$ cat src/rtl/aes_pkg.sv
// Shared AES constants, FSM state encoding and S-box tables for the SubBytes engine.
// Purely declarative: no logic, no latency of its own.
// Inverse table exists only when AES_SUBBYTES_INV_EN is defined.
package aes_pkg;

    localparam int STATE_W = 128;
    localparam int BYTES   = 16;

    typedef enum logic [1:0] {
        IDLE = 2'd0,
        RUN  = 2'd1,
        DONE = 2'd2
    } sb_state_e;

    // Forward S-box, indexed by input byte.
    localparam logic [7:0] SBOX_FWD [256] = '{
        8'h63, 8'h7c, 8'h77, 8'h7b, 8'hf2, 8'h6b, 8'h6f, 8'hc5, 8'h30, 8'h01, 8'h67, 8'h2b, 8'hfe, 8'hd7, 8'hab, 8'h76,
        8'hca, 8'h82, 8'hc9, 8'h7d, 8'hfa, 8'h59, 8'h47, 8'hf0, 8'had, 8'hd4, 8'ha2, 8'haf, 8'h9c, 8'ha4, 8'h72, 8'hc0,
        8'hb7, 8'hfd, 8'h93, 8'h26, 8'h36, 8'h3f, 8'hf7, 8'hcc, 8'h34, 8'ha5, 8'he5, 8'hf1, 8'h71, 8'hd8, 8'h31, 8'h15,
        8'h04, 8'hc7, 8'h23, 8'hc3, 8'h18, 8'h96, 8'h05, 8'h9a, 8'h07, 8'h12, 8'h80, 8'he2, 8'heb, 8'h27, 8'hb2, 8'h75,
        8'h09, 8'h83, 8'h2c, 8'h1a, 8'h1b, 8'h6e, 8'h5a, 8'ha0, 8'h52, 8'h3b, 8'hd6, 8'hb3, 8'h29, 8'he3, 8'h2f, 8'h84,
        8'h53, 8'hd1, 8'h00, 8'hed, 8'h20, 8'hfc, 8'hb1, 8'h5b, 8'h6a, 8'hcb, 8'hbe, 8'h39, 8'h4a, 8'h4c, 8'h58, 8'hcf,
        8'hd0, 8'hef, 8'haa, 8'hfb, 8'h43, 8'h4d, 8'h33, 8'h85, 8'h45, 8'hf9, 8'h02, 8'h7f, 8'h50, 8'h3c, 8'h9f, 8'ha8,
        8'h51, 8'ha3, 8'h40, 8'h8f, 8'h92, 8'h9d, 8'h38, 8'hf5, 8'hbc, 8'hb6, 8'hda, 8'h21, 8'h10, 8'hff, 8'hf3, 8'hd2,
        8'hcd, 8'h0c, 8'h13, 8'hec, 8'h5f, 8'h97, 8'h44, 8'h17, 8'hc4, 8'ha7, 8'h7e, 8'h3d, 8'h64, 8'h5d, 8'h19, 8'h73,
        8'h60, 8'h81, 8'h4f, 8'hdc, 8'h22, 8'h2a, 8'h90, 8'h88, 8'h46, 8'hee, 8'hb8, 8'h14, 8'hde, 8'h5e, 8'h0b, 8'hdb,
        8'he0, 8'h32, 8'h3a, 8'h0a, 8'h49, 8'h06, 8'h24, 8'h5c, 8'hc2, 8'hd3, 8'hac, 8'h62, 8'h91, 8'h95, 8'he4, 8'h79,
        8'he7, 8'hc8, 8'h37, 8'h6d, 8'h8d, 8'hd5, 8'h4e, 8'ha9, 8'h6c, 8'h56, 8'hf4, 8'hea, 8'h65, 8'h7a, 8'hae, 8'h08,
        8'hba, 8'h78, 8'h25, 8'h2e, 8'h1c, 8'ha6, 8'hb4, 8'hc6, 8'he8, 8'hdd, 8'h74, 8'h1f, 8'h4b, 8'hbd, 8'h8b, 8'h8a,
        8'h70, 8'h3e, 8'hb5, 8'h66, 8'h48, 8'h03, 8'hf6, 8'h0e, 8'h61, 8'h35, 8'h57, 8'hb9, 8'h86, 8'hc1, 8'h1d, 8'h9e,
        8'he1, 8'hf8, 8'h98, 8'h11, 8'h69, 8'hd9, 8'h8e, 8'h94, 8'h9b, 8'h1e, 8'h87, 8'he9, 8'hce, 8'h55, 8'h28, 8'hdf,
        8'h8c, 8'ha1, 8'h89, 8'h0d, 8'hbf, 8'he6, 8'h42, 8'h68, 8'h41, 8'h99, 8'h2d, 8'h0f, 8'hb0, 8'h54, 8'hbb, 8'h16
    };

`ifdef AES_SUBBYTES_INV_EN
    // Inverse S-box, indexed by input byte.
    localparam logic [7:0] SBOX_INV [256] = '{
        8'h52, 8'h09, 8'h6a, 8'hd5, 8'h30, 8'h36, 8'ha5, 8'h38, 8'hbf, 8'h40, 8'ha3, 8'h9e, 8'h81, 8'hf3, 8'hd7, 8'hfb,
        8'h7c, 8'he3, 8'h39, 8'h82, 8'h9b, 8'h2f, 8'hff, 8'h87, 8'h34, 8'h8e, 8'h43, 8'h44, 8'hc4, 8'hde, 8'he9, 8'hcb,
        8'h54, 8'h7b, 8'h94, 8'h32, 8'ha6, 8'hc2, 8'h23, 8'h3d, 8'hee, 8'h4c, 8'h95, 8'h0b, 8'h42, 8'hfa, 8'hc3, 8'h4e,
        8'h08, 8'h2e, 8'ha1, 8'h66, 8'h28, 8'hd9, 8'h24, 8'hb2, 8'h76, 8'h5b, 8'ha2, 8'h49, 8'h6d, 8'h8b, 8'hd1, 8'h25,
        8'h72, 8'hf8, 8'hf6, 8'h64, 8'h86, 8'h68, 8'h98, 8'h16, 8'hd4, 8'ha4, 8'h5c, 8'hcc, 8'h5d, 8'h65, 8'hb6, 8'h92,
        8'h6c, 8'h70, 8'h48, 8'h50, 8'hfd, 8'hed, 8'hb9, 8'hda, 8'h5e, 8'h15, 8'h46, 8'h57, 8'ha7, 8'h8d, 8'h9d, 8'h84,
        8'h90, 8'hd8, 8'hab, 8'h00, 8'h8c, 8'hbc, 8'hd3, 8'h0a, 8'hf7, 8'he4, 8'h58, 8'h05, 8'hb8, 8'hb3, 8'h45, 8'h06,
        8'hd0, 8'h2c, 8'h1e, 8'h8f, 8'hca, 8'h3f, 8'h0f, 8'h02, 8'hc1, 8'haf, 8'hbd, 8'h03, 8'h01, 8'h13, 8'h8a, 8'h6b,
        8'h3a, 8'h91, 8'h11, 8'h41, 8'h4f, 8'h67, 8'hdc, 8'hea, 8'h97, 8'hf2, 8'hcf, 8'hce, 8'hf0, 8'hb4, 8'he6, 8'h73,
        8'h96, 8'hac, 8'h74, 8'h22, 8'he7, 8'had, 8'h35, 8'h85, 8'he2, 8'hf9, 8'h37, 8'he8, 8'h1c, 8'h75, 8'hdf, 8'h6e,
        8'h47, 8'hf1, 8'h1a, 8'h71, 8'h1d, 8'h29, 8'hc5, 8'h89, 8'h6f, 8'hb7, 8'h62, 8'h0e, 8'haa, 8'h18, 8'hbe, 8'h1b,
        8'hfc, 8'h56, 8'h3e, 8'h4b, 8'hc6, 8'hd2, 8'h79, 8'h20, 8'h9a, 8'hdb, 8'hc0, 8'hfe, 8'h78, 8'hcd, 8'h5a, 8'hf4,
        8'h1f, 8'hdd, 8'ha8, 8'h33, 8'h88, 8'h07, 8'hc7, 8'h31, 8'hb1, 8'h12, 8'h10, 8'h59, 8'h27, 8'h80, 8'hec, 8'h5f,
        8'h60, 8'h51, 8'h7f, 8'ha9, 8'h19, 8'hb5, 8'h4a, 8'h0d, 8'h2d, 8'he5, 8'h7a, 8'h9f, 8'h93, 8'hc9, 8'h9c, 8'hef,
        8'ha0, 8'he0, 8'h3b, 8'h4d, 8'hae, 8'h2a, 8'hf5, 8'hb0, 8'hc8, 8'heb, 8'hbb, 8'h3c, 8'h83, 8'h53, 8'h99, 8'h61,
        8'h17, 8'h2b, 8'h04, 8'h7e, 8'hba, 8'h77, 8'hd6, 8'h26, 8'he1, 8'h69, 8'h14, 8'h63, 8'h55, 8'h21, 8'h0c, 8'h7d
    };
`endif

endpackage

$ cat src/rtl/aes_sbox_lane.sv
// One byte of AES substitution (forward, or forward/inverse under AES_SUBBYTES_INV_EN).
// Latency: purely combinational, zero cycles.
// Backpressure: none; the caller decides when the result is consumed.
module aes_sbox_lane
    import aes_pkg::*;
(
    input  logic [7:0] byte_i,
    input  logic       inv_i,
    output logic [7:0] byte_o
);

`ifdef AES_SUBBYTES_INV_EN
    // Both tables looked up in parallel; mode picks which image leaves the lane.
    always_comb begin
        byte_o = inv_i ? SBOX_INV[byte_i] : SBOX_FWD[byte_i];
    end
`else
    // Forward-only build: the mode input has no effect.
    logic unused_inv;
    assign unused_inv = inv_i;

    // Forward table lookup.
    always_comb begin
        byte_o = SBOX_FWD[byte_i];
    end
`endif

endmodule

$ cat src/rtl/aes_subbytes_seq.sv
// Sequential AES SubBytes: LANES bytes per clock, in-place on a 128-bit working register.
// Latency: out_valid rises 16/LANES cycles after accept; back-to-back rate one state per 16/LANES+1 cycles.
// Backpressure: result held in DONE until out_ready; in_ready only in IDLE or DONE&out_ready. Macro: AES_SUBBYTES_INV_EN.
module aes_subbytes_seq
    import aes_pkg::*;
#(
    // Legal values: 1, 2, 4, 8, 16.
    parameter int LANES = 4
) (
    input  logic               clk,
    input  logic               rst,
    input  logic               in_valid,
    output logic               in_ready,
    input  logic [STATE_W-1:0] in_data,
    input  logic               in_inv,
    output logic               out_valid,
    input  logic               out_ready,
    output logic [STATE_W-1:0] out_data,
    output logic               busy
);

    // The 4-bit byte index wraps naturally, so a step of 16 truncates to 0.
    localparam logic [3:0] IDX_STEP = 4'(LANES);
    localparam logic [3:0] IDX_LAST = 4'(BYTES - LANES);

    sb_state_e          state_q, state_d;
    logic [STATE_W-1:0] work_q, work_d;
    logic [3:0]         idx_q, idx_d;
    logic               accept;
    logic               lane_inv;

    logic [3:0]         lane_pos [LANES];
    logic [7:0]         lane_in  [LANES];
    logic [7:0]         lane_out [LANES];

    assign accept = in_valid & in_ready;

    // ---------------------------------------------------------------
    // FSM
    // ---------------------------------------------------------------

    // State register.
    always_ff @(posedge clk or posedge rst) begin
        if (rst) begin
            state_q <= IDLE;
        end else begin
            state_q <= state_d;
        end
    end

    // Next-state: a new state may be taken in the same cycle the old result leaves.
    always_comb begin
        state_d = state_q;
        case (state_q)
            IDLE: begin
                if (in_valid) begin
                    state_d = RUN;
                end
            end
            RUN: begin
                if (idx_q == IDX_LAST) begin
                    state_d = DONE;
                end
            end
            DONE: begin
                if (out_ready) begin
                    state_d = in_valid ? RUN : IDLE;
                end
            end
            default: state_d = IDLE;
        endcase
    end

    // Outputs decoded from state; out_ready reaches in_ready only through DONE.
    always_comb begin
        in_ready  = (state_q == IDLE) | ((state_q == DONE) & out_ready);
        out_valid = (state_q == DONE);
        busy      = (state_q == RUN);
    end

    // ---------------------------------------------------------------
    // Mode register
    // ---------------------------------------------------------------

`ifdef AES_SUBBYTES_INV_EN
    logic inv_q, inv_d;

    // Mode sampled at accept and held for the whole state.
    always_comb begin
        inv_d = accept ? in_inv : inv_q;
    end

    // Mode register.
    always_ff @(posedge clk or posedge rst) begin
        if (rst) begin
            inv_q <= 1'b0;
        end else begin
            inv_q <= inv_d;
        end
    end

    assign lane_inv = inv_q;
`else
    logic unused_in_inv;
    assign unused_in_inv = in_inv;
    assign lane_inv      = 1'b0;
`endif

    // ---------------------------------------------------------------
    // S-box lanes: lane g works on byte idx+g of the working register
    // ---------------------------------------------------------------

    for (genvar g = 0; g < LANES; g++) begin : g_lane
        assign lane_pos[g] = idx_q + 4'(g);
        assign lane_in[g]  = work_q[{lane_pos[g], 3'b000} +: 8];

        aes_sbox_lane u_lane (
            .byte_i (lane_in[g]),
            .inv_i  (lane_inv),
            .byte_o (lane_out[g])
        );
    end

    // ---------------------------------------------------------------
    // Working register and byte index
    // ---------------------------------------------------------------

    // Load on accept; in RUN overwrite the current group in place and advance the index.
    always_comb begin
        work_d = work_q;
        idx_d  = idx_q;
        if (accept) begin
            work_d = in_data;
            idx_d  = 4'd0;
        end else if (state_q == RUN) begin
            for (int g = 0; g < LANES; g++) begin
                work_d[{lane_pos[g], 3'b000} +: 8] = lane_out[g];
            end
            idx_d = idx_q + IDX_STEP;
        end
    end

    // Datapath registers; reset discards any in-flight state.
    always_ff @(posedge clk or posedge rst) begin
        if (rst) begin
            work_q <= '0;
            idx_q  <= 4'd0;
        end else begin
            work_q <= work_d;
            idx_q  <= idx_d;
        end
    end

    // Result is the working register itself, so it persists after the handshake.
    assign out_data = work_q;

endmodule

$ cat config.mk
export PLATFORM = sky130hd
export DESIGN_NAME = aes_subbytes_seq
export DESIGN_NICKNAME = d
export VERILOG_FILES = /design/src/rtl/aes_pkg.sv /design/src/rtl/aes_sbox_lane.sv /design/src/rtl/aes_subbytes_seq.sv
export SDC_FILE = /design/constraint.sdc
export NUM_CORES = 1
export LEC_CHECK = 0
export ABC_CLOCK_PERIOD_IN_PS = 7800
export BUFFER_PORTS_ARGS = -buffer_cell sky130_fd_sc_hd__buf_2
export CORE_MARGIN = 3
export CORE_UTILIZATION = 30
export CTS_CLUSTER_DIAMETER = 40
export DETAILED_ROUTE_END_ITERATION = 12
export SLEW_MARGIN = 10
export SYNTH_ARGS = -nofsm -noshare
export SYNTH_HDL_FRONTEND = slang
export SYNTH_HIERARCHICAL = 1
export SYNTH_SLANG_ARGS = --single-unit
$ cat constraint.sdc
create_clock -name clk -period 7.8 [get_ports clk]
set_input_delay 0 -clock clk [delete_from_list [all_inputs] [get_ports clk]]
set_output_delay 0 -clock clk [all_outputs]
set_load 0.02 [all_outputs]
Yosys cells after proc, flatten, opt, wreduce, memory -nomap -nowiden
Memories as Yosys holds them, arrays and structs flattened.
Index checks and enable logic that the tools add are counted.
Word-level totals
  bits in read-only memories: 8192
  memories kept: 4
  flip-flop bits (word level): 134
  word-level logic and storage cells: 68
Operators by class
  magnitude comparators: 4
  add/sub/neg operators: 8
  shift operators: 12
  equal/unequal tests: 6
  bitwise operators: 7
  reductions and logical operators: 3
  mux-type cells: 21
Memory list
  (no name shown): words 256, bits a word 8, rd ports 1, clocked after memory_dff 0, wr ports 0, RTL line aes_sbox_lane.sv:24  | byte_o = SBOX_FWD[byte_i];
  (no name shown): words 256, bits a word 8, rd ports 1, clocked after memory_dff 0, wr ports 0, RTL line aes_sbox_lane.sv:24
  (no name shown): words 256, bits a word 8, rd ports 1, clocked after memory_dff 0, wr ports 0, RTL line aes_sbox_lane.sv:24
  (no name shown): words 256, bits a word 8, rd ports 1, clocked after memory_dff 0, wr ports 0, RTL line aes_sbox_lane.sv:24
Operator list (number)
  $bwmux 128: 4
  $shift 8x9->128 const A: 4
  $shiftx 128x8->8: 4
  $shiftx 8x9->128: 4
  $mux 128: 2
  $mux 8: 8
  $ge 9x9->1 const B: 4
  $neg 7->9: 4
  $not 8->9: 4
  $add 4x2->4 const B: 2
  $mux 4: 2
  $mux 2: 3
  $pmux 2 s3: 1
  $add 4x1->4 const B: 1
  $add 4x3->4 const B: 1
  $eq 4x4->1 const B: 1
  $ne 2x1->1 const B: 2
  $reduce_and 3->1: 1
  $and 1x1->1: 2
  $eq 2x1->1 const B: 1
  $eq 2x2->1 const B: 1
  $logic_not 2->1: 1
  $ne 2x2->1 const B: 1
  $reduce_bool 2->1: 1
  2 further kinds: 2

Logic depth before layout (Yosys ltp)
  word-level depth: 12
  depth in mapped cells: 18
  mapped depth without buffers: 13

Modules after synthesis
Netlist, hierarchy kept.
Modules (own cells, without submodules)
  aes_subbytes_seq: cells an instance 646, area each 7014.2 um2, times used 1, seq. area each 3303.2 um2
  aes_sbox_lane at g_lane[0].u_lane: cells an instance 530, area each 3335.7 um2, times used 1, seq. area each 0.0 um2
  aes_sbox_lane at g_lane[2].u_lane: cells an instance 530, area each 3326.9 um2, times used 1, seq. area each 0.0 um2
  aes_sbox_lane at g_lane[1].u_lane: cells an instance 525, area each 3221.8 um2, times used 1, seq. area each 0.0 um2
  aes_sbox_lane at g_lane[3].u_lane: cells an instance 532, area each 3216.8 um2, times used 1, seq. area each 0.0 um2

Least setup slack after synthesis
OpenSTA, ideal clock, no wires.
  path kind: flip-flop to flip-flop
  start: reg idx_q[3]
  end: reg work_q[10] (netlist: out_data[10])
  period minus slack after synthesis: 4.353 ns
  path buffers: 5
  slack: 3.447 ns
  library setup time: 0.133 ns
  data arrival time: 4.221 ns
  data required time: 7.667 ns
  stages on the path, launching flop included: 17
  path through: dfrtp_1 buf_2 buf_2 mux4_2 buf_2 buf_2 inv_1 ha_1 or2_1 clkbuf_1 nand3_1 o21ai_0 a221oi_1 nor3b_1 or4_1 a221oi_1 a21oi_1
RTL lines
  start: declaration: RTL line aes_subbytes_seq.sv:28  | logic [3:0] idx_q, idx_d;
  start signal: assignment: RTL line aes_subbytes_seq.sv:150  | idx_q <= idx_d;
  end signal: assignment: RTL line aes_subbytes_seq.sv:149  | work_q <= work_d;
  end: declaration: RTL line aes_subbytes_seq.sv:27  | logic [STATE_W-1:0] work_q, work_d;

==> results.cfg <==
[status]
status = finished clean

[setup_path]
critical-path-max-stage-delay_ps = 830
critical_path_depth = 12
cp.required_ps = 8210
crit_chain = inv_1, ha_1, mux4_2, inv_1, ha_1, nand2b_1, a21oi_1, a2111oi_0, o32ai_1, a22oi_1, a221oi_1, a21oi_1
path_class = register to register
regToRegStartpoint = idx_q[3]
crit_family = compound AO/OA/AOI/OAI gates
cp-startpoint = idx_q[3]
worstSetupEndpointType = register
crit_path_end = out_data[93]
reg2reg_depth = 12
slowest_stage = a2111oi_0
critPathMaxFanout = 27
cp_num_buf_inv = 2
start_kind = register
r2r_end = out_data[93]
worst-endpoint-arrival_ps = 6060
r2r_slack_ps = 2160

[yosys]
ys_top_cells_by_area = dfrtp_1, a21oi_1, mux4_2
synth_seq_cells = 132
netlist_area_sq_um = 20100
synth_edf_count = 0
syn-mean-instance-area_sq_um = 7.28
yosysTopAreaCellShare_pct = 16.4
yosysSeqAreaShare_pct = 16.4
syn_inst = 2763
yosys.area.top_type = dfrtp_1
ys_types = 107
synthFlopType = dfrtp_1
synth_warnings = 6
ys_async_sr_fraction_pct = 100

[layout]
drive_above_1_share_pct = 16.4
fin_nets = 3096
insertedDiodeCount = 0
area_growth_pct = 14.9

[place]
place_hpwl_um = 68400
port_buffers = 262
gp_congestion = 1.03

[sta]
hold_viol = 0
tns_ps = 0
min_period_over_period_pct = 72.3
grt_setup_unrepaired = false
finalSetupViolCount = 0
fin_skew_ps = 19.9
timing.final.crit_period_ps = 5640
holdWs_ps = 209
timing.fmax_mhz = 177
finalMaxSlewViolations = 0
slew_headroom_pct = 23.5
tightest_slew_ps = 1140

[clocking]
insertion_delay_ps = 500
clkTransAtPathRegs_ps = 70
cts.repair.resized = 0
tritoncts = done
postCtsSetupBuffers = 0
cts_sinks = 132
cts_buffer_depth = 2
cts_made_buffers = 17
root_buffer = clkbuf_16
cts-htree-levels = 4

[grt]
first_global_vias = 23100
antenna_found_initial = 0
grt_max_degree = 91
grt_use_total_pct = 27.5
grt_pass1_wl_um = 149000
grt-ovfl-total = 0

[die]
dieWidth_um = 265
num_rows = 94
die_area_sq_um = 70200
die_h_um = 265
io_pins = 264
core_area_sq_um = 66100
start_util_pct = 30.4

[run]
cap_violations = 0

[drt]
ant_nets = 0
routed_wl_um = 101000
detail_route.wl_per_cell_um = 26.7
drt_iter0_drc = 4947
dr.pass1.iters = 7
drc = 0
vias = 25000
viasPerCell = 6.61

[worst_hold_path]
hp-class = primary input to async pin
==> sequential cells by signal, indices dropped and copies added (netlist names) <==
name / flops
out_data: 128
idx_q: 2
state_q: 2
==> timing repair <==
action	CTS	global route
endpoints found under the setup margin	0	0
hold buffers	129	0
endpoints found under the hold margin	214	0
==> synthesized netlist by cell type (all sizes together) (11+ instances only) <==
library cell and number:
buf 224, a21oi 320, a221oi 119, nand3 102
clkbuf 97, ha 66, nor2b 72, o221ai 13
nand2b 81, nand2 208, nor3 96, a311oi 36
and3 20, mux4 54, nand4 16, a21o 12
o32ai 11, a2bb2oi 13, a222oi 17, a31oi 79
dfrtp 132, or2 27, o211ai 49, mux2i 13
o31ai 29, o311ai 45, o2111ai 13, a211o 21
a211oi 51, inv 153, o22ai 23, a22oi 15
o21ai 193, and2 25, nor2 155, a311o 11
==> per-layer routing <==
metal | routed length, um | global-route usage, % | part of all wire [%]
met4 | 4800 | 12.7 | 4.8
met1 | 41100 | 37.8 | 41
met5 | 0 | 0 | 0
met2 | 43500 | 41.6 | 43
met3 | 11500 | 5.26 | 11
==> worst reg2reg max path, cell delays in order (launching register included) <==
cell and delay (ps):
dfrtp_2 400, inv_1 220, ha_1 800, mux4_2 820
inv_1 250, ha_1 780, nand2b_1 410, a21oi_1 190
a2111oi_0 830, o32ai_1 150, a22oi_1 400, a221oi_1 140
a21oi_1 180
==> worst min path at each step <==
stage           startpoint            to  slack [ps]
2_1_floorplan   in_data[0]   out_data[0]         120
5_1_grt        in_data[32]  out_data[32]         230
6_report               rst  out_data[62]         210
4_1_cts        in_data[34]  out_data[34]         200
3_3_place_gp   in_data[36]  out_data[36]         210
3_5_place_dp   in_data[34]  out_data[34]         210
==> cell usage in the layout, fill, tap and decap left out, types with 94 or more instances in the layout <==
cell type / instances
a221oi_1: 118
inv_1: 147
a21oi_1: 310
dlygate4sd3_1: 129
nor3_1: 94
nor2_1: 152
o21ai_0: 178
nand3_1: 102
dfrtp_1: 130
buf_2: 262
nand2_1: 202
==> kinds of logic (layout without fill, tap and decap cells) <==
group           count (synthesis)  count (layout)  share of synthesized area (%)
other cells                     1               2                         0.0186
simple gates                  861             861                           21.7
buf+inv                       477             623                           11.2
mux                            71              71                           6.92
xor+xnor                        5               5                          0.218
compound gates               1150            1150                           39.5
flops                         132             132                           16.4
fa+ha+maj                      66              66                           4.11
==> layout make-up <==
type | instances | area, sq um
Clock inverter | 14 | 151
Timing Repair Buffer | 435 | 2930
Sequential cell | 132 | 3310
Fill cell | 7010 | 43000
Tap cell | 864 | 1080
Multi-Input combinational cell | 2155 | 14600
Inverter | 156 | 591
Clock buffer | 18 | 439
==> metrics by stage <==
stage / util (%) / instances / instance area [sq um] / setup slack, ps
after floorplan: - / 2764 / 20100 / 3450
after global placement: 32.1 / 3613 / 21200 / 2300
after detailed placement: 32.1 / 3613 / 21200 / 2220
after CTS: 35.0 / 3774 / 23100 / 2200
after global routing: 35.0 / 3774 / 23100 / 1750
final: 35.0 / 3774 / 23100 / 2160
Power is left out: the tool's default activity adds up to more than one toggle a clock period on the data nets, which glitch-free logic cannot reach.
